### config.mk
export PLATFORM = sky130hd
export DESIGN_NAME = serial_add_ctrl
export DESIGN_NICKNAME = d
export VERILOG_FILES = /design/src/rtl/serial_add_ctrl_pkg.sv /design/src/rtl/full_adder.sv /design/src/rtl/serial_add_ctrl.sv
export SDC_FILE = /design/constraint.sdc
export NUM_CORES = 1
export LEC_CHECK = 0
export CORE_MARGIN = 2
export CORE_UTILIZATION = 53
export CTS_CLUSTER_DIAMETER = 120
export DETAILED_ROUTE_END_ITERATION = 6
export HOLD_SLACK_MARGIN = 0.02
export PLACE_DENSITY = 0.79
export RECOVER_POWER = 100
export SKIP_LAST_GASP = 1
export SYNTH_ARGS = -nofsm -noshare
export SYNTH_HDL_FRONTEND = slang
export SYNTH_HIERARCHICAL = 1
export SYNTH_SLANG_ARGS = --single-unit
### constraint.sdc
create_clock -name clk -period 1.75 [get_ports clk]
set_input_delay 0.175 -clock clk [delete_from_list [all_inputs] [get_ports clk]]
set_output_delay 0.175 -clock clk [all_outputs]
set_load 0.05 [all_outputs]
### src/rtl/serial_add_ctrl_pkg.sv
// Shared sequencer state encoding, reused by sibling controllers.
package serial_add_ctrl_pkg;

    localparam logic [1:0] IDLE = 2'd0;
    localparam logic [1:0] RUN  = 2'd1;
    localparam logic [1:0] DONE = 2'd2;

endpackage

### src/rtl/full_adder.sv
// Existing 1-bit full adder cell.
module full_adder (
    input  logic a,
    input  logic b,
    input  logic cin,
    output logic s,
    output logic cout
);

    assign s    = a ^ b ^ cin;
    assign cout = (a & b) | (cin & (a ^ b));

endmodule

### src/rtl/serial_add_ctrl.sv
// Bit-serial adder sequencer: one shared full adder, one bit per clock, LSB first.
// state | meaning
// IDLE  | waiting for start; last result held on sum/cout
// RUN   | one operand bit pair added per edge, carry kept in a flop
// DONE  | result presented, done pulsed for this one cycle
module serial_add_ctrl
    import serial_add_ctrl_pkg::*;
#(
    parameter int WIDTH = 8
) (
    input  logic             clk,
    input  logic             rst_n,
    input  logic             start,
    input  logic [WIDTH-1:0] a,
    input  logic [WIDTH-1:0] b,
    input  logic             cin,
    output logic             busy,
    output logic             done,
    output logic [WIDTH-1:0] sum,
    output logic             cout
);

    localparam int CNT_W = (WIDTH > 1) ? $clog2(WIDTH) : 1;

    typedef enum logic [1:0] {
        ST_IDLE = IDLE,
        ST_RUN  = RUN,
        ST_DONE = DONE
    } state_t;

    state_t           state_q;
    state_t           state_d;
    logic [WIDTH-1:0] a_sh;
    logic [WIDTH-1:0] b_sh;
    logic [WIDTH-1:0] res_sh;
    logic [WIDTH-1:0] res_next;
    logic [CNT_W-1:0] cnt;
    logic             carry;
    logic             fa_s;
    logic             fa_cout;
    logic             last_bit;

    full_adder u_fa (
        .a    (a_sh[0]),
        .b    (b_sh[0]),
        .cin  (carry),
        .s    (fa_s),
        .cout (fa_cout)
    );

    // Shift the new bit in from the top; written this way so WIDTH=1 needs no special case.
    assign res_next = WIDTH'({fa_s, res_sh} >> 1);
    assign last_bit = (cnt == CNT_W'(WIDTH - 1));

    always_ff @(posedge clk or negedge rst_n) begin
        if (!rst_n) begin
            state_q <= ST_IDLE;
        end else begin
            state_q <= state_d;
        end
    end

    always_comb begin
        state_d = state_q;
        busy    = 1'b0;
        done    = 1'b0;
        unique case (state_q)
            ST_IDLE: begin
                if (start) state_d = ST_RUN;
            end
            ST_RUN: begin
                busy = 1'b1;
                if (last_bit) state_d = ST_DONE;
            end
            ST_DONE: begin
                busy    = 1'b1;
                done    = 1'b1;
                state_d = ST_IDLE;
            end
            default: state_d = ST_IDLE;
        endcase
    end

    always_ff @(posedge clk or negedge rst_n) begin
        if (!rst_n) begin
            a_sh   <= '0;
            b_sh   <= '0;
            res_sh <= '0;
            carry  <= 1'b0;
            cnt    <= '0;
            sum    <= '0;
            cout   <= 1'b0;
        end else if (state_q == ST_IDLE) begin
            if (start) begin
                a_sh   <= a;
                b_sh   <= b;
                carry  <= cin;
                cnt    <= '0;
                res_sh <= '0;
            end
        end else if (state_q == ST_RUN) begin
            a_sh   <= a_sh >> 1;
            b_sh   <= b_sh >> 1;
            res_sh <= res_next;
            carry  <= fa_cout;
            cnt    <= cnt + 1'b1;
            if (last_bit) begin
                sum  <= res_next;
                cout <= fa_cout;
            end
        end
    end

endmodule

Word-level counts from Yosys, hierarchy flattened
Index checks and enable logic that the tools add are counted.
{"block": "totals", "register_bits": 39, "output_inout_bits": 11}
{"block": "classes", "reduce_logical": 6, "n_bitwise": 6, "n_mux": 20, "addsub": 1, "eq_ne": 5}
{"op": "2-to-1 mux 8 bit", "count": 9}
{"op": "2-to-1 mux 3 bit", "count": 3}
{"op": "2-to-1 mux 1 bit", "count": 5}
{"op": "2-to-1 mux 2 bit", "count": 2}
{"op": "!= test 2 bit, second input constant", "count": 2}
{"op": "case mux 2 bit (2 select lines)", "count": 1}
{"op": "AND reduction 2 bit", "count": 2}
{"op": "adder 3 x 1 -> 3 bit, second input constant", "count": 1}
{"op": "== test 3 bit, second input constant", "count": 1}
{"op": "AND reduction 3 bit", "count": 1}
{"op": "AND 1 bit", "count": 2}
{"op": "== test 2 x 1 -> 1 bit, second input constant", "count": 1}
{"op": "== test 2 bit, second input constant", "count": 1}
{"op": "zero test 2 bit", "count": 1}
{"op": "nonzero test 2 bit", "count": 1}
{"op": "OR reduction 2 bit", "count": 1}
{"op": "bitwise XOR 1 bit", "count": 2}
{"op": "inverter 1 bit", "count": 1}
{"op": "OR 1 bit", "count": 1}

Longest topological paths before layout
{"block": "depth", "depth_word": 5, "ltp_mapped": 6}

Modules after synthesis
The synthesis kept the hierarchy.
{"module": "serial_add_ctrl", "area_per_inst_um2": 1941.9, "cells_per_inst": 165, "seq_area_each_um2": 950.9, "n_inst": 1}
{"module": "full_adder", "area_per_inst_um2": 20.0, "cells_per_inst": 1, "seq_area_each_um2": 0.0, "n_inst": 1}

Worst setup path before layout
Ideal clock, no wire load.
{"block": "synth_path", "kind": "reg2reg", "start": "register state_q[0]", "end": "register state_q[0]", "n_path_buf": 1, "required_time_ps": 1625, "period_less_slack_ps": 1502, "stages_incl_launch_ff": 7, "arrival_time_ps": 1378, "path_slack_ps": 248, "path_cell_list": "dfrtp_1 inv_1 ha_1 buf_4 and2b_4 a21oi_1 mux2_2"}
{"block": "synth_via", "elab_chain_cells": 3, "word_cells_on_any_way": 6, "cone_classes": "eq/ne: 3; mux: 1; reduce/logical: 2"}
{"item": "from (decl)", "line": "serial_add_ctrl.sv:31", "text": "state_t state_q;"}
{"item": "from (signal assigned)", "line": "serial_add_ctrl.sv:59", "text": "state_q <= state_d;"}
{"item": "== test 2 x 1 -> 1 bit / zero test 2 bit (equally long branches)", "line": "serial_add_ctrl.sv:67", "text": "unique case (state_q)"}
{"item": "!= test 2 bit (no source line)"}
{"item": "AND reduction 2 bit (no source line)"}
Parallel ways exist; a longest one is shown, timed or not.
A chain may end at the register's enable or synchronous reset.

Worst setup path in the final report
{"block": "layout_path", "start": "register sum[1]", "end": "output port sum[1]"}
{"item": "from (decl)", "line": "serial_add_ctrl.sv:19", "text": "output logic [WIDTH-1:0] sum,"}
{"item": "from (signal assigned)", "line": "serial_add_ctrl.sv:108", "text": "sum <= res_next;"}
No word-level cell between the ends.

==> reports/metrics.csv <==
stage,metric,value,unit
run_status,status,finished clean,
power_and_ir_drop,seq_power_share,0.399,
yosys,netlist_area,1962,µm²
floorplanning,dieArea,4204,µm²
route,wl_per_cell,14.46,µm
power_and_ir_drop,p_per_area,1551,nW/µm²
timing,finalClockSkew,0.003962,ns
global_routing,first_global_vias,1346,
critical_path,required,1.57,ns
global_routing,track_usage,0.1953,
critical_path,path_cells,dlygate4sd3_1,
timing,setup_viol,0,
clock_network,clk_pin_slew,0.07,ns
yosys,synthCells,166,
timing,fmax,597.6,MHz
power_and_ir_drop,p_leak,0.001082,µW
yosys,async_flop_share,1.000,
final_layout,ff_latch_area,950.9,µm²
power_and_ir_drop,switching_share,0.4016,
route,vias,1359,
placed_design,port_buffers,30,
floorplanning,dieWidth,64.84,µm
critical_path,cp.arrival,1.50,ns
critical_path,cp-end-kind,output port,
final_layout,syn_to_final_growth,19.64,%
final_layout,final_cell_area,2347,µm²
timing,fin_tns_setup,0,ns
yosys,synth_top_area_cell,dfrtp_1,
yosys,synth_top_area_frac,0.4847,
critical_path,crit_fanout,2,
critical_path,crit_type,register to output port,
yosys,avgSynthCellArea,11.82,µm²
placed_design,pre_cts_ws,0.1522,ns
critical_path,critPathLaunchType,register,
timing,report.final.slew_viol_count,0,
yosys,synth_area_leaders,"dfrtp_1, mux2i_1, mux2_4",
final_layout,fin_nets,226,
floorplanning,die_h,64.84,µm
clock_network,insertion_delay,0.29,ns
timing,whs,0.4935,ns
route,drt_wl_total,3571,µm
route,drtAntennaViolNets,0,
floorplanning,core,3606,µm²
clock_network,clock_sinks,38,
critical_path,cpPeakStageDelay,0.87,ns
timing,fin_crit_sh,0.9563,
route,dr.pass1.iters,4,
global_routing,grt_max_degree,39,
timing,period_minus_slack,1.673,ns
yosys,syn_nets,193,
timing,rsz0062_at_grt,no,
clock_network,cts_made_buffers,5,
power_and_ir_drop,power_frac_clock,0.157,
floorplanning,fp-row-count,22,
global_routing,antenna_found_initial,0,
route,drc,0,
global_routing,grt_remaining_overflow,0,
clock_network,cts_tree,done,
floorplanning,ios,31,
power_and_ir_drop,p_total,3642,µW
yosys,ys_ff_latch,38,
global_routing,grt_pass1_wl,6182,µm
power_and_ir_drop,switchingPower,1462,µW
worst_hold_path,worstHoldPathType,register to register,
power_and_ir_drop,intPower,2179,µW
critical_path,critical_path.top_delay_family,buffers and inverters,
final_layout,drive_gt1_frac,0.1156,
placed_design,gp_routability_congestion,0.7710,
placed_design,place_area,2316,µm²
final_layout,multiInputGateArea,900.9,µm²
final_layout,diodes,0,
flow_run,max_cap_viol_count,0,
route,avgViaCountPerCell,5.502,
clock_network,h-tree-depth,2,
timing,layout_setup_ws,0.07650,ns
worst_hold_path,hold_path_depth,1,
route,drt_iter0_drc,35,
critical_path,crit_cells,1,
power_and_ir_drop,combPwrFrac,0.445,
critical_path,slowest_stage,dlygate4sd3_1,
timing,max_slew_margin,0.3755,
floorplanning,floorplan.initialDensity,0.5441,
yosys,yosys_warnings,6,
placed_design,hpwl,2550,µm
timing,hold_viol_final,0,
yosys,synth.most_common_cell,dfrtp_1,
yosys,synthTopCellsByCount,"dfrtp_1, mux2i_1, a21oi_1, a211oi_1, nor2b_1",
timing,worstMarginPinSlew,0.9368,ns
clock_network,clock_path_buffers,2,
yosys,ys_types,25,
final_layout,nFillCells,297,
clock_network,clockRootBuffer,clkbuf_8,
critical_path,r2r_cells,5,
yosys,ys.flop_type,dfrtp_1,
yosys,ys_seq_area_frac,0.4847,
critical_path,cp_num_buf_inv,1,
power_and_ir_drop,irDropWorstVdd,0.001024,V
yosys,synth_edf_count,0,
## stage by stage
stage               utilization  std cells
floorplan                     -        166
global placement         0.6423        239
detailed placement       0.6423        239
CTS                      0.6669        247
global route             0.6509        247
finish                   0.6509        247
## layout by cell type (no fill, tap or decap), types with 3 or more instances in the layout
master           netlist  final
nand2_1                9      9
clkbuf_2               0      4
o21ai_0                7      7
inv_1                  3      3
dfrtp_1               38     38
mux2_1                 0      8
mux2_2                 4      4
mux2i_1               21     21
ha_1                   6      6
nor2b_1               14     14
a22o_1                 3      3
a211oi_1              14     14
a21oi_1               15     15
clkbuf_8               0      5
clkdlybuf4s50_1        0     26
## power by group through the flow
stage                     sequential (µW)  combinational [µW]  clock (µW)
after floorplan                      1480                1260           0
after global placement               1450                1640           0
after detailed placement             1470                1730           0
after CTS                            1450                1730         581
after global routing                 1500                1810         620
final                                1450                1620         571
## layout make-up
type | instances | share of cell area
clock buffers | 5 | 0.02932
inverters | 3 | 0.004797
clock inverters | 2 | 0.004264
well taps | 48 | 0.02559
multi-input cells | 114 | 0.3838
flip-flops and latches | 38 | 0.4051
repair buffers | 37 | 0.1471
## repair_timing
action	in CTS	in global routing
gates resized for setup	0	0
hold endpoints to repair	38	0
hold buffers	1	0
setup endpoints to repair	0	0
buffers inserted	0	0
## metal layers
layer  part of all wire  GRT usage
met1               0.46     0.2390
met2               0.48     0.3299
met3              0.049    0.06771
met4              0.011    0.04787
met5                  0          0
## path summary, 6_finish.rpt
check / startpoint / slack [ns] / end
worst max-delay path: sum[1]$_DFFE_PN0P_ / 0.08 / sum[1]
worst max register to register: state_q[0]$_DFFE_PN0P_ / 0.11 / state_q[0]$_DFFE_PN0P_
worst min-delay path: sum[5]$_DFFE_PN0P_ / 0.49 / sum[5]$_DFFE_PN0P_
worst min register to register: sum[5]$_DFFE_PN0P_ / 0.49 / sum[5]$_DFFE_PN0P_
max in group asynchronous: rst_n / 0.54 / b_sh[7]$_DFFE_PN0P_
min in group asynchronous: rst_n / 0.62 / sum[0]$_DFFE_PN0P_
## kinds of logic after synthesis
logic type	after synthesis	synth area share
flops	38	0.4847
buf+inv	14	0.03954
fa+ha+maj	7	0.04847
mux	34	0.1990
simple gates	31	0.09502
compound gates	42	0.1333
## registers in the layout, summed over array words and instances, names as in the netlist
register / count
b_sh: 8
cnt: 3
cout: 1
a_sh: 8
state_q: 2
res_sh: 7
carry: 1
sum: 8
Power figures use the tool's default switching activity.
